===== src/rtl/uart_rx.sv =====
// Purpose: UART receiver; 2-flop line synchronizer, free-running 16x tick divider, start/data/stop FSM.
// Latency: done/error strobe about (8 + 16*NB_DATA + SB_TICK) ticks after the start edge, plus sync and output register.
// Backpressure: none; each frame result is a one-cycle strobe and o_rx_data holds the last good byte.
module uart_rx #(
  parameter int NB_DATA  = 8,
  parameter int SB_TICK  = 16,
  parameter int TICK_DIV = 326,
  parameter int NB_TICK  = 9
) (
  input  logic               i_clock,
  input  logic               i_reset,
  input  logic               i_rx,
  output logic [NB_DATA-1:0] o_rx_data,
  output logic               o_rx_done,
  output logic               o_frame_error
);

  // n counts 0..NB_DATA-1; s_cnt must reach both 15 (data bits) and SB_TICK-1 (stop bit).
  localparam int NB_N  = (NB_DATA > 1) ? $clog2(NB_DATA) : 1;
  localparam int S_MAX = (SB_TICK > 16) ? SB_TICK : 16;
  localparam int NB_S  = $clog2(S_MAX);

  typedef enum logic [1:0] {IDLE, START, DATA, STOP} state_t;

  logic               rx_meta_q, rx_s_q;
  logic [NB_TICK-1:0] tick_cnt_q;
  logic               tick;

  state_t             state_q, state_d;
  logic [NB_S-1:0]    s_cnt_q, s_cnt_d;
  logic [NB_N-1:0]    n_q, n_d;
  logic [NB_DATA-1:0] b_q, b_d;
  logic [NB_DATA-1:0] data_q, data_d;
  logic               done_q, done_d;
  logic               ferr_q, ferr_d;

  // Two-flop synchronizer; flops reset to the idle (high) line level.
  always_ff @(posedge i_clock or posedge i_reset) begin
    if (i_reset) begin
      rx_meta_q <= 1'b1;
      rx_s_q    <= 1'b1;
    end else begin
      rx_meta_q <= i_rx;
      rx_s_q    <= rx_meta_q;
    end
  end

  // Free-running oversampling divider; the FSM never restarts it, so start detection has one tick of phase jitter.
  always_ff @(posedge i_clock or posedge i_reset) begin
    if (i_reset) begin
      tick_cnt_q <= '0;
    end else if (tick) begin
      tick_cnt_q <= '0;
    end else begin
      tick_cnt_q <= tick_cnt_q + NB_TICK'(1);
    end
  end

  assign tick = (tick_cnt_q == NB_TICK'(TICK_DIV - 1));

  // FSM state, counters, shift register and registered output strobes.
  always_ff @(posedge i_clock or posedge i_reset) begin
    if (i_reset) begin
      state_q <= IDLE;
      s_cnt_q <= '0;
      n_q     <= '0;
      b_q     <= '0;
      data_q  <= '0;
      done_q  <= 1'b0;
      ferr_q  <= 1'b0;
    end else begin
      state_q <= state_d;
      s_cnt_q <= s_cnt_d;
      n_q     <= n_d;
      b_q     <= b_d;
      data_q  <= data_d;
      done_q  <= done_d;
      ferr_q  <= ferr_d;
    end
  end

  // Next-state logic: only IDLE->START may happen off a tick; bits are sampled near their centre.
  always_comb begin
    state_d = state_q;
    s_cnt_d = s_cnt_q;
    n_d     = n_q;
    b_d     = b_q;
    data_d  = data_q;
    done_d  = 1'b0;
    ferr_d  = 1'b0;
    case (state_q)
      IDLE: begin
        if (!rx_s_q) begin
          state_d = START;
          s_cnt_d = '0;
        end
      end
      START: begin
        if (tick) begin
          if (s_cnt_q == NB_S'(7)) begin
            if (!rx_s_q) begin
              state_d = DATA;
              s_cnt_d = '0;
              n_d     = '0;
            end else begin
              // Line went back high before mid start bit: treat as a glitch.
              state_d = IDLE;
              s_cnt_d = '0;
            end
          end else begin
            s_cnt_d = s_cnt_q + NB_S'(1);
          end
        end
      end
      DATA: begin
        if (tick) begin
          if (s_cnt_q == NB_S'(15)) begin
            s_cnt_d = '0;
            b_d     = {rx_s_q, b_q[NB_DATA-1:1]};
            if (n_q == NB_N'(NB_DATA - 1)) begin
              state_d = STOP;
            end else begin
              n_d = n_q + NB_N'(1);
            end
          end else begin
            s_cnt_d = s_cnt_q + NB_S'(1);
          end
        end
      end
      STOP: begin
        if (tick) begin
          if (s_cnt_q == NB_S'(SB_TICK - 1)) begin
            if (rx_s_q) begin
              data_d = b_q;
              done_d = 1'b1;
            end else begin
              ferr_d = 1'b1;
            end
            state_d = IDLE;
            s_cnt_d = '0;
          end else begin
            s_cnt_d = s_cnt_q + NB_S'(1);
          end
        end
      end
      default: begin
        state_d = IDLE;
        s_cnt_d = '0;
      end
    endcase
  end

  assign o_rx_data     = data_q;
  assign o_rx_done     = done_q;
  assign o_frame_error = ferr_q;

endmodule


===== config.mk =====
export PLATFORM = sky130hd
export DESIGN_NAME = uart_rx
export DESIGN_NICKNAME = d
export VERILOG_FILES = /design/src/rtl/uart_rx.sv
export SDC_FILE = /design/constraint.sdc
export NUM_CORES = 1
export LEC_CHECK = 0
export BUFFER_PORTS_ARGS = -buffer_cell sky130_fd_sc_hd__buf_2
export CORE_MARGIN = 4
export CORE_UTILIZATION = 50
export CTS_CLUSTER_SIZE = 24
export DETAILED_ROUTE_END_ITERATION = 10
export GPL_TIMING_DRIVEN = 0
export HOLD_SLACK_MARGIN = 0.02
export PLACE_DENSITY = 0.68
export SETUP_SLACK_MARGIN = 0.05
export SYNTH_ARGS = -nofsm -noshare
export SYNTH_HDL_FRONTEND = slang
export SYNTH_SLANG_ARGS = --single-unit
export TNS_END_PERCENT = 50

===== constraint.sdc =====
create_clock -name i_clock -period 3.1 [get_ports i_clock]
set_input_delay 0.155 -clock i_clock [delete_from_list [all_inputs] [get_ports i_clock]]
set_output_delay 0.155 -clock i_clock [all_outputs]
set_load 0.03 [all_outputs]

==> results of run 1 <==
metrics by stage:
step                      area [sq um]  total power (uW)  hold WS [ns]
after floorplan                   1727             516.8        0.1595
after CTS                         1918             791.2        0.2233
after global placement            1844             520.7        0.2594
final                             1928             782.2        0.3634
after detailed placement          1844             521.0        0.2619
after global routing              1928             819.4        0.3725
worst max-delay path by stage:
| stage | depth (start not counted) | end | slack, ns | start |
|---|---|---|---|---|
| final | 6 | b_q[6] | 1.11 | tick_cnt_q[1] |
| after CTS | 6 | b_q[6] | 1.09 | tick_cnt_q[1] |
| after detailed placement | 6 | b_q[6] | 1.10 | tick_cnt_q[1] |
| after global placement | 6 | b_q[7] | 1.13 | tick_cnt_q[1] |
| after global routing | 6 | b_q[6] | 0.99 | tick_cnt_q[1] |
| after floorplan | 6 | o_rx_data[0] | 1.29 | s_cnt_q[0] |
metal layers:
layer	vias up	routed length (um)	track usage (%)
met4	0	42	5.330
li1	530	-	-
met3	5	130	5.734
met2	17	1294	23.64
met5	-	0	0
met1	528	1241	17.34
critical path, cell delays in order, from the launching register on:
cell and delay (ns):
sky130_fd_sc_hd__dfrtp_1 0.41, sky130_fd_sc_hd__inv_1 0.06, sky130_fd_sc_hd__ha_1 0.14, sky130_fd_sc_hd__and4bb_2 0.24, sky130_fd_sc_hd__nand2_2 0.10, sky130_fd_sc_hd__nor3_2 0.53
sky130_fd_sc_hd__mux2_2 0.40
cell type report:
cell class	count	area, sq um	share of cell area, %
multi-input cells	88	729.5	37.83
inverters	4	15.01	0.7787
clock buffers	6	51.30	2.661
repair buffers	14	80.08	4.153
flip-flops and latches	38	953.4	49.45
well taps	46	57.56	2.985
clock inverters	2	12.51	0.6489
plain buffers	5	28.78	1.493
flip-flops by register name, summed over array words and instances, names as in the netlist, named ones only:
signal,flops
tick_cnt_q,9
o_frame_error,1
state_q,1
s_cnt_q,4
o_rx_done,1
rx_meta_q,1
b_q,8
rx_s_q,1
o_rx_data,8
n_q,3
cells in the final DEF, fill, tap and decap left out, types with 2 or more instances in the layout:
cell	instances
sky130_fd_sc_hd__nor2_1	10
sky130_fd_sc_hd__inv_1	3
sky130_fd_sc_hd__dfrtp_1	36
sky130_fd_sc_hd__xor2_1	3
sky130_fd_sc_hd__mux2_4	8
sky130_fd_sc_hd__nor3_1	3
sky130_fd_sc_hd__a31oi_1	4
sky130_fd_sc_hd__clkbuf_4	5
sky130_fd_sc_hd__xnor2_1	5
sky130_fd_sc_hd__ha_1	5
sky130_fd_sc_hd__o21ai_0	3
sky130_fd_sc_hd__and3_1	4
sky130_fd_sc_hd__clkbuf_1	2
sky130_fd_sc_hd__and4bb_2	2
sky130_fd_sc_hd__dlygate4sd3_1	2
sky130_fd_sc_hd__o31ai_1	2
sky130_fd_sc_hd__dfstp_2	2
sky130_fd_sc_hd__nand2_1	3
sky130_fd_sc_hd__buf_2	14
sky130_fd_sc_hd__and3b_1	2
sky130_fd_sc_hd__nand3_1	5
sky130_fd_sc_hd__mux2_2	11
sky130_fd_sc_hd__a21o_1	2
report_power, final:
part / leakage, uW / switching, uW / total [uW] / internal [uW]
clock: 0.0000343 / 160 / 269 / 109
sequential: 0.000505 / 1.43 / 499 / 498
combinational: 0.000442 / 10.2 / 13.5 / 3.34
total: 0.000981 / 172 / 782 / 610
logic make-up (layout without fill, tap and decap cells):
kind of cell / count (synthesis) / after routing / share of synthesized area [%]
AND/OR/NAND/NOR: 39 / 39 / 13.26
flip-flops: 38 / 38 / 55.22
buffers and inverters: 9 / 31 / 2.536
multiplexers: 20 / 20 / 14.71
XOR/XNOR: 8 / 8 / 4.058
adder cells (fa/ha/maj): 5 / 5 / 3.623
AO/OA/AOI/OAI: 16 / 16 / 6.594
==> qor.yml, run 1 <==
status: "complete, no violations"
postSynth.topFlopCell: "sky130_fd_sc_hd__dfrtp_1"
drv_cap: 0
drive_gt1_share_pct: 31.85
timing.hold.worst_endpoint: "rx_s_q"
post-dp-hpwl_um: 1929
critical_path.endpoint_type: "register"
slew-limit-headroom_pct: 49.02
number_of_cts_inserted_buffers: 5
highest_clock_frequency_the_design_can_meet_ghz: 0.5036
via_count_normalized_by_instance_count: 5.320
synth_seq_area_share_pct: 55.22
syn_nets: 143
irDropWorstVdd_v: 0.0001982
floorplan.io_pins: 13
cp.arrival_ns: 2.22
num-fill-cells: 291
dieHeight_um: 66.77
globalplace.congestion: 0.7664
io_buffer_count: 12
drtPass1Iterations: 4
synth_enable_flop_cells: 0
grt_start_max_net_pins: 39
synth_top_area_share_pct: 52.17
instances_no_fill: 203
synth_common_cells: "36 x sky130_fd_sc_hd__dfrtp_1, 11 x sky130_fd_sc_hd__mux2_2, 10 x sky130_fd_sc_hd__nor2_1, 8 x sky130_fd_sc_hd__mux2_4"
synth-async-reset-ratio_pct: 100.0
rows: 21
worst_setup_path_start_kind: "register"
clock_latency_late_sink_ns: 0.34
cts_repair_resize_count: 0
cts_sinks: 38
post-route-worst-setup-slack_ns: 1.114
htree_levels: 2
cts_setup_buffers: 0
die_w_um: 66.77
regToRegStartpoint: "tick_cnt_q[1]"
clock_path_buffers: 2
dp_slack_ns: 1.097
detail_route.drc_violations: 0
vias: 1080
setup_tns_ns: 0
first_global_vias: 1083
layout.nets: 164
synthesis.area_sq_mm: 0.001727
hp-class: "register to register"
min_period_ns: 1.986
timing.final.crit_share_pct: 64.06
critical_path.reg2reg.endpoint: "b_q[6]"
groute.usage.overall_pct: 14.55
initial_core_util_pct: 51.74
setup_violations: 0
drv_slew: 0
cts_hold_buffers: 1
clockRootBuffer: "sky130_fd_sc_hd__clkbuf_4"
worst_r2r_path_depth: 6
hold_viol: 0
yosys_register_bits: 38
worst-r2r-setup-slack_ns: 1.11
tightest_slew_ns: 0.7635
antenna_cells: 0
core_area_sq_mm: 0.003337
power.leakage_uw: 0.0009812
dp_cells: 193
clk_pin_slew_ns: 0.11
overflow: 0
final_routed_wire_length_divided_by_cell_count_um: 13.34
rsz_0062_raised_after_global_routing: "no"
final_antenna_violating_net_count: 0
grt_first_pass_wirelength_um: 4836
power_density_mw_per_mm2: 405.7
synth_most_common_cell: "sky130_fd_sc_hd__dfrtp_1"
grt_antenna_before_repair: 0
ys_warn_count: 0
post-synth-top-area-cell: "sky130_fd_sc_hd__dfrtp_1"
crit_path_category: "register to register"
dieArea_sq_mm: 0.004458
tritoncts_clock_tree: "yes"
worst-path-max-fanout: 8
postSynthAreaPerCell_sq_um: 12.79
finish.utilization_pct: 57.78
clock_skew_ns: 0.009920
synthTopCellsByArea: "sky130_fd_sc_hd__dfrtp_1 52%, sky130_fd_sc_hd__mux2_2 7.2%, sky130_fd_sc_hd__mux2_4 7.0%"
timing.hold.worst_path_depth: 0
synth_cell_types: 38
drt_iter0_drc: 45
area_delta_synth_final_pct: 11.67
hold_start: "rx_meta_q"
totalWireLength_um: 2709
timing.critical_path.required_ns: 3.33
synth_cells: 135
Note: power is estimated with default switching activity, not from simulation.
==> run 2, diff against run 1 <==
==> constraint.sdc (replaced) <==
create_clock -name i_clock -period 2.03 [get_ports i_clock]
set_input_delay 0.1015 -clock i_clock [delete_from_list [all_inputs] [get_ports i_clock]]
set_output_delay 0.1015 -clock i_clock [all_outputs]
set_load 0.03 [all_outputs]
==> qor.yml, run 2 (synthesized netlist as in run 1, its figures left out) <==
antenna_cells: 0
crit_path_category: "register to register"
timing.critical_path.required_ns: 2.26
regToRegStartpoint: "tick_cnt_q[1]"
clock_skew_ns: 0.01000
clock_path_buffers: 2
globalplace.congestion: 0.7664
htree_levels: 2
rows: 21
io_buffer_count: 12
largest_reg_flops: 9
groute.usage.overall_pct: 14.55
worst_r2r_path_depth: 7
hold_viol: 0
layout_commonest_cell: "sky130_fd_sc_hd__dfrtp_1"
core_area_sq_mm: 0.003337
drv_slew: 0
first_global_vias: 1082
final_antenna_violating_net_count: 0
drive_gt1_share_pct: 34.39
vias: 1098
floorplan.io_pins: 13
setup_violations: 0
register_area_sq_um: 953.4
grt_antenna_before_repair: 0
timing.critical_path.cells: "inv_1, ha_1, and4bb_2, nand2_2, or3_4, buf_6, mux2_4"
timing.hold.worst_endpoint: "rx_s_q"
worst_path_max_delay_cell: "sky130_fd_sc_hd__dfrtp_1"
finish.utilization_pct: 58.49
critical_path.reg2reg.endpoint: "o_rx_data[1]"
area_delta_synth_final_pct: 13.04
dieArea_sq_mm: 0.004458
final_cell_mix: "36 x sky130_fd_sc_hd__dfrtp_1, 13 x sky130_fd_sc_hd__buf_2, 11 x sky130_fd_sc_hd__mux2_2"
drtPass1Iterations: 4
initial_core_util_pct: 51.74
overflow: 0
multi_input_comb_area_sq_um: 750.7
tightest_slew_ns: 0.7642
slew-limit-headroom_pct: 48.98
timing.final.crit_share_pct: 93.86
status: "complete, no violations"
tritoncts_clock_tree: "yes"
layout.nets: 164
cp.arrival_ns: 2.14
highest_clock_frequency_the_design_can_meet_ghz: 0.5248
worst-r2r-setup-slack_ns: 0.12
number_of_cts_inserted_buffers: 5
drt_iter0_drc: 45
clk_pin_slew_ns: 0.11
grt_start_max_net_pins: 39
cp_num_buf_inv: 2
drv_cap: 0
via_count_normalized_by_instance_count: 5.409
clockRootBuffer: "sky130_fd_sc_hd__clkbuf_4"
dieHeight_um: 66.77
detail_route.drc_violations: 0
final_routed_wire_length_divided_by_cell_count_um: 13.49
power.leakage_uw: 0.001012
num-fill-cells: 285
irDropWorstVdd_v: 0.0003026
worst-path-max-fanout: 9
min_period_ns: 1.905
rsz_0062_raised_after_global_routing: "yes"
grt_first_pass_wirelength_um: 4836
largest-register: "tick_cnt_q"
worst_setup_path_start_kind: "register"
post-dp-hpwl_um: 1929
cts_sinks: 38
timing.hold.ws_ns: 0.3634
die_w_um: 66.77
cpLargestDelayFamily: "simple AND/OR/NAND/NOR gates"
hp-class: "register to register"
power_density_mw_per_mm2: 611.9
cts_setup_buffers: 0
hold_start: "rx_meta_q"
totalWireLength_um: 2739
clock_latency_late_sink_ns: 0.34
critical_path.endpoint_type: "register"
critical-path-max-stage-delay_ns: 0.41
timing.hold.worst_path_depth: 0
## run 2: changes by cell type in the layout (fill, tap and decap cells not counted), sizes merged
cell	before	now
buf	15	14
clkbuf	8	9
## run 2: worst max path at each step
| stage | slack (ns) | end | startpoint | cells past startpoint |
|---|---|---|---|---|
| after floorplan | 0.22 | o_rx_data[0] | s_cnt_q[0] | 6 |
| after global placement | 0.06 | b_q[7] | tick_cnt_q[1] | 6 |
| after detailed placement | 0.03 | b_q[6] | tick_cnt_q[1] | 6 |
| after CTS | 0.08 | n_q[0] | tick_cnt_q[0] | 6 |
| after global routing | -0.007 | register | tick_cnt_q[1] | 8 |
| final | 0.12 | o_rx_data[1] | tick_cnt_q[1] | 7 |
## run 2: timing repair
action,in CTS,in global routing
gates cloned,0,0
hold buffers,1,1
hold endpoints to repair,1,36
endpoints found under the setup margin,8,12
gates resized for setup,1,5
## run 2: worst register-to-register path, cell delays in order, from the launching register on
cell,delay [ns]
sky130_fd_sc_hd__dfrtp_1,0.41
sky130_fd_sc_hd__inv_1,0.06
sky130_fd_sc_hd__ha_1,0.14
sky130_fd_sc_hd__and4bb_2,0.24
sky130_fd_sc_hd__nand2_2,0.11
sky130_fd_sc_hd__or3_4,0.39
sky130_fd_sc_hd__buf_6,0.16
sky130_fd_sc_hd__mux2_4,0.30
## run 2: cell type report
| type | instances | area share [%] |
|---|---|---|
| timing repair buffer | 14 | 4.103 |
| buffer | 5 | 1.603 |
| multi-input combinational | 88 | 38.46 |
| tap | 46 | 2.949 |
| clock buffer | 6 | 2.628 |
| sequential | 38 | 48.85 |
| inverter | 4 | 0.7692 |
| clock inverter | 2 | 0.6410 |
## run 2: where the power goes
group	internal, uW	total (uW)	switching [uW]
clock network	167	411	244
registers	760	763	2.28
logic	5.11	20.7	15.6
## run 2: routing by layer
metal	GRT usage, %	share of wire [%]	vias to the layer above
li1	-	-	530
met1	17.34	45	541
met2	23.64	48	22
met3	5.734	5.2	5
met4	5.330	1.5	0
met5	0	0	-
## run 2: stage by stage
stage | setup TNS, ns | power, uW | worst slack [ns] | cells | area (sq um)
2_1_floorplan | 0 | 789.2 | 0.2242 | 135 | 1727
3_3_place_gp | 0 | 795.2 | 0.06240 | 193 | 1844
3_5_place_dp | 0 | 795.6 | 0.02685 | 193 | 1844
4_1_cts | 0 | 1208 | 0.07830 | 202 | 1924
5_1_grt | -0.007010 | 1251 | -0.007010 | 203 | 1952
6_report | 0 | 1194 | 0.1246 | 203 | 1952
==> run 3, diff against run 2 <==
--- a/config.mk
+++ b/config.mk
@@ -12,7 +12,7 @@
 export DETAILED_ROUTE_END_ITERATION = 10
 export GPL_TIMING_DRIVEN = 0
 export HOLD_SLACK_MARGIN = 0.02
-export PLACE_DENSITY = 0.68
+export PLACE_DENSITY = 0.75
 export SETUP_SLACK_MARGIN = 0.05
 export SYNTH_ARGS = -nofsm -noshare
 export SYNTH_HDL_FRONTEND = slang
==> qor.yml, run 3 (synthesized netlist as in run 1, its figures left out) <==
status: "complete, no violations"
timing.critical_path.cells: "inv_1, ha_1, and4bb_2, nand2_2, or3_1, buf_6, mux2_4"
setup_tns_ns: 0
core_area_sq_mm: 0.003337
cpLargestDelayFamily: "simple AND/OR/NAND/NOR gates"
hold_start: "rx_meta_q"
multi_input_comb_area_sq_um: 754.5
grt_antenna_before_repair: 0
timing.critical_path.required_ns: 2.26
initial_core_util_pct: 51.74
crit_path_category: "register to register"
htree_levels: 2
timing.final.crit_share_pct: 93.24
dp_cells: 193
vias: 1112
worst_setup_path_start_kind: "register"
drv_cap: 0
grt_first_pass_wirelength_um: 5126
num-fill-cells: 285
power_density_mw_per_mm2: 612.1
hp-class: "register to register"
dp_slack_ns: 0.03600
die_w_um: 66.77
clock_path_buffers: 2
tritoncts_clock_tree: "yes"
highest_clock_frequency_the_design_can_meet_ghz: 0.5283
clock_latency_late_sink_ns: 0.34
power.leakage_uw: 0.001012
overflow: 0
rsz_0062_raised_after_global_routing: "yes"
worst-r2r-setup-slack_ns: 0.14
timing.hold.worst_path_depth: 0
critical-path-max-stage-delay_ns: 0.41
layout.nets: 164
clk_pin_slew_ns: 0.11
final_cell_mix: "36 x sky130_fd_sc_hd__dfrtp_1, 14 x sky130_fd_sc_hd__buf_2, 11 x sky130_fd_sc_hd__mux2_2"
hold_viol: 0
first_global_vias: 1107
cp_num_buf_inv: 2
tightest_slew_ns: 0.7646
min_period_ns: 1.893
timing.hold.ws_ns: 0.3644
layout_commonest_cell: "sky130_fd_sc_hd__dfrtp_1"
dieHeight_um: 66.77
io_buffer_count: 12
clock_skew_ns: 0.006005
area_delta_synth_final_pct: 13.12
post-dp-hpwl_um: 1993
worst-path-max-fanout: 9
detail_route.drc_violations: 0
drtPass1Iterations: 4
number_of_cts_inserted_buffers: 5
final_routed_wire_length_divided_by_cell_count_um: 14.42
cts_sinks: 38
instances_no_fill: 203
setup.worst_path.start: "tick_cnt_q[1]"
critical_path.endpoint_type: "register"
cp.arrival_ns: 2.12
totalWireLength_um: 2928
regToRegStartpoint: "tick_cnt_q[1]"
setup_violations: 0
dieArea_sq_mm: 0.004458
largest_reg_flops: 9
globalplace.congestion: 0.8162
register_area_sq_um: 953.4
rows: 21
final_antenna_violating_net_count: 0
antenna_cells: 0
worst_r2r_path_depth: 7
timing.hold.worst_endpoint: "rx_s_q"
floorplan.io_pins: 13
finish.utilization_pct: 58.53
largest-register: "tick_cnt_q"
worst_path_max_delay_cell: "sky130_fd_sc_hd__dfrtp_1"
slew-limit-headroom_pct: 48.95
drv_slew: 0
critical_path.reg2reg.endpoint: "o_rx_data[6]"
via_count_normalized_by_instance_count: 5.478
post-route-worst-setup-slack_ns: 0.1372
groute.usage.overall_pct: 15.54
clockRootBuffer: "sky130_fd_sc_hd__clkbuf_4"
grt_start_max_net_pins: 39
drive_gt1_share_pct: 33.12
drt_iter0_drc: 52
irDropWorstVdd_v: 0.0004688
[run 3: cell types whose count changed in the layout (fill, tap and decap cells not counted)]
cell / before / now
sky130_fd_sc_hd__ha_4: 0 / 1
sky130_fd_sc_hd__ha_2: 1 / 0
sky130_fd_sc_hd__or3_1: 0 / 1
sky130_fd_sc_hd__clkbuf_4: 6 / 5
sky130_fd_sc_hd__and4_2: 1 / 0
sky130_fd_sc_hd__and4_1: 0 / 1
sky130_fd_sc_hd__buf_2: 13 / 14
sky130_fd_sc_hd__or3_4: 1 / 0
[run 3: layout make-up]
cell class | instances | area share (%)
Multi-Input combinational cell | 88 | 38.63
Tap cell | 46 | 2.947
Inverter | 4 | 0.7687
Timing Repair Buffer | 14 | 4.100
Clock inverter | 2 | 0.6406
Clock buffer | 6 | 2.627
Sequential cell | 38 | 48.81
Buffer | 5 | 1.473
[run 3: worst reg2reg max path, cell delays in order (launching register included)]
cell	delay, ns
sky130_fd_sc_hd__dfrtp_1	0.41
sky130_fd_sc_hd__inv_1	0.06
sky130_fd_sc_hd__ha_1	0.12
sky130_fd_sc_hd__and4bb_2	0.24
sky130_fd_sc_hd__nand2_2	0.11
sky130_fd_sc_hd__or3_1	0.38
sky130_fd_sc_hd__buf_6	0.16
sky130_fd_sc_hd__mux2_4	0.30
[run 3: worst max path at each step]
stage	end	slack [ns]	depth (start not counted)
final	o_rx_data[6]	0.14	7
after global routing	register	-0.008	8
after CTS	o_rx_data[2]	0.07	6
after global placement	b_q[1]	0.07	6
after detailed placement	b_q[2]	0.04	6
after floorplan	o_rx_data[0]	0.22	6
[run 3: layer usage]
layer	wire, um	GRT usage, %	up-vias
li1	-	-	530
met1	1300	19.59	551
met2	1404	23.76	23
met4	58	7.107	0
met5	0	0	-
met3	165	5.565	8
[run 3: power breakdown]
part	total, uW	switching [uW]	internal (uW)
clock	412	246	167
sequential	763	2.21	760
combinational	20.7	15.6	5.10
total	1200	264	932
[run 3: repair_timing]
| item | 4_1_cts | 5_1_grt |
|---|---|---|
| buffers inserted | 0 | 0 |
| hold endpoints to repair | 1 | 36 |
| resized for setup | 1 | 3 |
| gates cloned | 0 | 0 |
| setup endpoints to repair | 8 | 13 |
| hold buffers | 1 | 1 |
[run 3: metrics by stage]
step / area, sq um / total power [uW]
2_1_floorplan: 1727 / 789.2
3_3_place_gp: 1844 / 795.1
3_5_place_dp: 1844 / 796.0
4_1_cts: 1924 / 1216
5_1_grt: 1953 / 1249
6_report: 1953 / 1196
